$ cat src/rtl/reg_bank_pkg.sv
// Shared constants and the index range check for the register-bank decoder.
package reg_bank_pkg;
    localparam int MAX_REGS = 16;

    function automatic logic idx_valid(input logic [31:0] sel, input int unsigned n);
        return sel < n;
    endfunction
endpackage

$ cat src/rtl/reg_bank_cell.sv
// One bank register plus its one-cycle bus-write strobe flop.
module reg_bank_cell #(
    parameter int               WIDTH   = 32,
    parameter logic [WIDTH-1:0] RST_VAL = '0
) (
    input  logic             clk_i,
    input  logic             rst_i,
    input  logic             bus_we,
    input  logic [WIDTH-1:0] bus_data,
    input  logic             hw_we,
    input  logic [WIDTH-1:0] hw_data,
    output logic [WIDTH-1:0] q,
    output logic             strb
);
    // Bus write has priority over a same-cycle hardware update.
    always_ff @(posedge clk_i or posedge rst_i) begin
        if (rst_i) begin
            q    <= RST_VAL;
            strb <= 1'b0;
        end else begin
            strb <= bus_we;
            if (bus_we)     q <= bus_data;
            else if (hw_we) q <= hw_data;
        end
    end
endmodule

$ cat src/rtl/reg_bank_demux.sv
// Register-bank write/read decoder: decode, storage cells, registered read and sticky error.
module reg_bank_demux
    import reg_bank_pkg::*;
#(
    parameter int                 N_REGS  = 2,
    parameter int                 WIDTH   = 32,
    parameter int                 ADDR_W  = (N_REGS > 1) ? $clog2(N_REGS) : 1,
    parameter logic [WIDTH-1:0]   RST_VAL = '0
) (
    input  logic                     clk_i,
    input  logic                     rst_i,
    input  logic                     wr_i,
    input  logic                     rd_i,
    input  logic [ADDR_W-1:0]        reg_sel_i,
    input  logic [WIDTH-1:0]         data_i,
    output logic [WIDTH-1:0]         data_o,
    output logic                     rd_valid_o,
    output logic [N_REGS-1:0]        wr_strb_o,
    output logic [N_REGS*WIDTH-1:0]  regs_o,
    input  logic [N_REGS-1:0]        hw_we_i,
    input  logic [N_REGS*WIDTH-1:0]  hw_data_i,
    output logic                     addr_err_o,
    input  logic                     err_clr_i
);
    logic [N_REGS-1:0][WIDTH-1:0] regs;
    logic [N_REGS-1:0][WIDTH-1:0] hw_data;
    logic [N_REGS-1:0]            bus_we;
    logic [WIDTH-1:0]             rd_mux;
    logic                         sel_ok;

    assign sel_ok  = idx_valid(32'(reg_sel_i), N_REGS);
    assign hw_data = hw_data_i;
    assign regs_o  = regs;

    for (genvar k = 0; k < N_REGS; k++) begin : g_cell
        assign bus_we[k] = wr_i && sel_ok && (reg_sel_i == ADDR_W'(k));

        reg_bank_cell #(.WIDTH(WIDTH), .RST_VAL(RST_VAL)) u_cell (
            .clk_i    (clk_i),
            .rst_i    (rst_i),
            .bus_we   (bus_we[k]),
            .bus_data (data_i),
            .hw_we    (hw_we_i[k]),
            .hw_data  (hw_data[k]),
            .q        (regs[k]),
            .strb     (wr_strb_o[k])
        );
    end

    // Unmatched (out-of-range) indices fall through to zero.
    always_comb begin
        rd_mux = '0;
        for (int k = 0; k < N_REGS; k++)
            if (reg_sel_i == ADDR_W'(k)) rd_mux = regs[k];
    end

    always_ff @(posedge clk_i or posedge rst_i) begin
        if (rst_i) begin
            data_o     <= '0;
            rd_valid_o <= 1'b0;
            addr_err_o <= 1'b0;
        end else begin
            rd_valid_o <= rd_i;
            if (rd_i) data_o <= rd_mux;
            if ((wr_i || rd_i) && !sel_ok) addr_err_o <= 1'b1;
            else if (err_clr_i)            addr_err_o <= 1'b0;
        end
    end
endmodule

$ cat config.mk
export PLATFORM = sky130hd
export DESIGN_NAME = reg_bank_demux
export DESIGN_NICKNAME = d
export VERILOG_FILES = /design/src/rtl/reg_bank_pkg.sv /design/src/rtl/reg_bank_cell.sv /design/src/rtl/reg_bank_demux.sv
export SDC_FILE = /design/constraint.sdc
export NUM_CORES = 1
export LEC_CHECK = 0
export CAP_MARGIN = 10
export CORE_UTILIZATION = 47
export CTS_CLUSTER_DIAMETER = 50
export CTS_CLUSTER_SIZE = 28
export DETAILED_ROUTE_END_ITERATION = 8
export PLACE_DENSITY = 0.89
export SKIP_CTS_REPAIR_TIMING = 1
export SYNTH_ARGS = -nofsm -noshare
export SYNTH_HDL_FRONTEND = slang
export SYNTH_SLANG_ARGS = --single-unit
$ cat constraint.sdc
create_clock -name clk_i -period 9.2 [get_ports clk_i]
set_input_delay 0.92 -clock clk_i [delete_from_list [all_inputs] [get_ports clk_i]]
set_output_delay 0.92 -clock clk_i [all_outputs]
set_load 0.03 [all_outputs]
==> flow_metrics.py <==
metrics = {
    "sta": {
        "rsz0062_at_grt": "no",
        "period_share_pct": 30.16,
        "final-setup-viol-count": 0,
        "hold_viol": 0,
        "fin_tns_setup_ns": 0,
        "worst_pin_slew_ns": 1.194,
        "fin_ws_ns": 6.426,
        "timing.fmax_mhz": 360.5,
        "period_needed_ns": 2.774,
        "drv_slew": 0,
        "skew_ns": 0.01162,
        "timing.slew.headroom_pct": 20.37,
    },
    "drt": {
        "top_layer": "met4",
        "totalWireLength_um": 13500,
        "ant_nets": 0,
        "routedWlPerCell_um": 18.81,
        "drtIter0Drc": 163,
        "drc": 0,
        "drt-met1-wl_um": 5534,
        "dr_wl_met3_um": 805,
        "viasPerCell": 5.407,
        "dr.pass1.iters": 4,
        "vias": 3882,
        "wl_met2_um": 6794,
    },
    "outcome": {
        "outcome": "finished, final reports clean",
    },
    "critical_path": {
        "path_buf_inv": 2,
        "cp_slowest_stage_delay_ns": 0.69,
        "critPathTopFamily": "buffers and inverters",
        "crit_type": "in -> reg",
        "cpMaxStageDelayCell": "clkdlybuf4s50_1",
        "path_max_fanout": 21,
        "cp-start-kind": "input pin",
        "crit_cells": 4,
        "worstPathCellList": "clkdlybuf4s50_1, nand2b_2, buf_4, mux2_2",
        "end_kind": "register",
        "cp.required_ns": 9.44,
        "r2r_cells": 2,
        "arrival_ns": 3.02,
    },
    "yosys": {
        "synthesis.area_um2": 4947,
        "avgSynthCellArea_um2": 12.46,
        "seq_area_frac_synth_pct": 50.08,
        "ys_ff_latch": 99,
        "netlist_instances": 397,
        "synth_warnings": 0,
        "yosysUniqueCellTypes": 19,
        "synth_fp_nets": 501,
    },
    "power_and_ir_drop": {
        "combPwrFrac_pct": 34.6,
        "ir_drop_uv": 92.65,
        "swShare_pct": 33.25,
        "finalPower_w": 0.001231,
        "clock_power_share_pct": 22.3,
        "p_switching_w": 0.0004094,
        "p_leak_nw": 3.176,
        "internal_power_w": 0.0008218,
        "p_per_area_nw_per_um2": 173.7,
        "p_seq_share_pct": 43.1,
    },
    "final_layout": {
        "n_antenna_cell": 0,
        "final_nets": 681,
        "layout_common_cells": "clkdlybuf4s50_1 (197), dfrtp_1 (99), mux2i_1 (64)",
        "syn_to_final_growth_pct": 43.27,
        "seqCellArea_um2": 2477,
        "fillers": 768,
        "layout_commonest_cell": "clkdlybuf4s50_1",
        "multiInputGateArea_um2": 2206,
        "drive_gt1_share_pct": 15.64,
    },
    "hold_path": {
        "hp-class": "reg -> reg",
        "whs_path_depth": 2,
    },
    "cts": {
        "cts.path.max_buffers": 2,
        "cts_sinks": 99,
        "cts_tree": "built",
        "clk_latency_ns": 0.36,
        "cts.htree.levels": 3,
        "cts_root_buf": "clkbuf_8",
        "clk_pin_slew_worst_paths_ns": 0.09,
        "cts_buffers": 9,
    },
    "global_routing": {
        "antenna_found_initial": 0,
        "grt_overflow": 0,
        "grt_usage_pct": 25.10,
        "grt_first_pass_wirelength_um": 21140,
        "grt_max_degree": 66,
        "grt_pass1_vias": 4097,
    },
    "placement": {
        "post-place-ws_ns": 6.039,
        "gp_congestion": 0.8193,
        "io_buffers": 201,
        "hpwlAfterDp_um": 9099,
    },
    "floorplanning": {
        "start_util_pct": 48.14,
        "core_um2": 10280,
        "fp.dieW_um": 104.6,
        "placementRows": 37,
        "ios": 204,
        "die-area_um2": 10940,
        "die_h_um": 104.6,
    },
    "run": {
        "drv_cap": 0,
    },
}
## cells by family (layout without fill, tap and decap cells)
kind of cell / count (synthesis) / in the layout / synth area share, %
buf+inv: 39 / 224 / 5.387
flops: 99 / 99 / 50.08
other cells: 1 / 1 / 0.07580
mux: 128 / 128 / 32.07
compound gates: 64 / 64 / 6.474
simple gates: 66 / 66 / 5.918
## state kept, by name (all words and copies together), names as in the netlist
register,flops
g_cell.u_cell.strb,2
data_o,32
g_cell.u_cell.q,64
rd_valid_o,1
## worst reg2reg max path, delay by kind of cell (launching register included)
kind | cells | cell delay (ns)
DFF | 1 | 0.43
muxes | 2 | 0.53
## per-layer routing
| metal | up-vias | track usage, % |
|---|---|---|
| li1 | 1755 | - |
| met1 | 1932 | 30.83 |
| met2 | 169 | 43.05 |
| met3 | 26 | 4.741 |
| met4 | 0 | 11.07 |
| met5 | - | 0 |
## final cells by class
cell class              count  share of cell area, %
clock buffers               9                  1.748
clock inverters             7                 0.9709
inverters                   2                 0.1412
multi-input cells         259                  31.12
flip-flops and latches     99                  34.95
well taps                 136                  2.401
repair buffers            206                  28.67
## synth_stat cells
cell	count	area share [%]
a21oi_1	32	3.2
mux2i_1	64	13
buf_6	4	0.91
nand3_1	32	3.2
nand2b_1	1	0.13
buf_4	8	1.2
mux2_4	60	18
dfrtp_1	99	50
buf_12	3	1.2
conb_1	1	0.076
clkbuf_1	11	0.83
inv_1	2	0.15
o21ai_0	32	3.2
clkbuf_2	2	0.20
and2_1	1	0.13
buf_1	2	0.15
mux2_2	4	0.91
nor2_1	32	2.4
buf_2	7	0.71
## per-stage QoR
stage	util (%)	cell area (um2)	std cells	hold slack [ns]
floorplan	-	4947	397	0.6730
global placement	67.09	6895	702	0.5052
detailed placement	67.09	6895	702	0.5119
CTS	68.97	7088	718	0.5363
global route	68.97	7088	718	0.5485
finish	68.97	7088	718	0.5345
## power groups by stage
stage | registers, W | clock network [W] | logic (W)
after CTS | 0.000531 | 0.000284 | 0.000429
after floorplan | 0.000642 | 0 | 0.000135
after global placement | 0.000535 | 0 | 0.000418
final | 0.000531 | 0.000274 | 0.000426
after global routing | 0.000538 | 0.000296 | 0.000447
after detailed placement | 0.000539 | 0 | 0.000427
## final timing paths
path / from / to / slack [ns]
min: data_o[7]$_DFFE_PP0P_ / data_o[7]$_DFFE_PP0P_ / 0.53
min reg2reg: data_o[7]$_DFFE_PP0P_ / data_o[7]$_DFFE_PP0P_ / 0.53
max: wr_i / g_cell[0].u_cell.q[30]$_DFFE_PP0P_ / 6.43
max reg2reg: g_cell[0].u_cell.q[11]$_DFFE_PP0P_ / g_cell[0].u_cell.q[11]$_DFFE_PP0P_ / 8.14
min in group asynchronous: rst_i / data_o[22]$_DFFE_PP0P_ / 0.96
max in group asynchronous: rst_i / g_cell[1].u_cell.q[17]$_DFFE_PP0P_ / 7.13
Power figures use the tool's default switching activity.
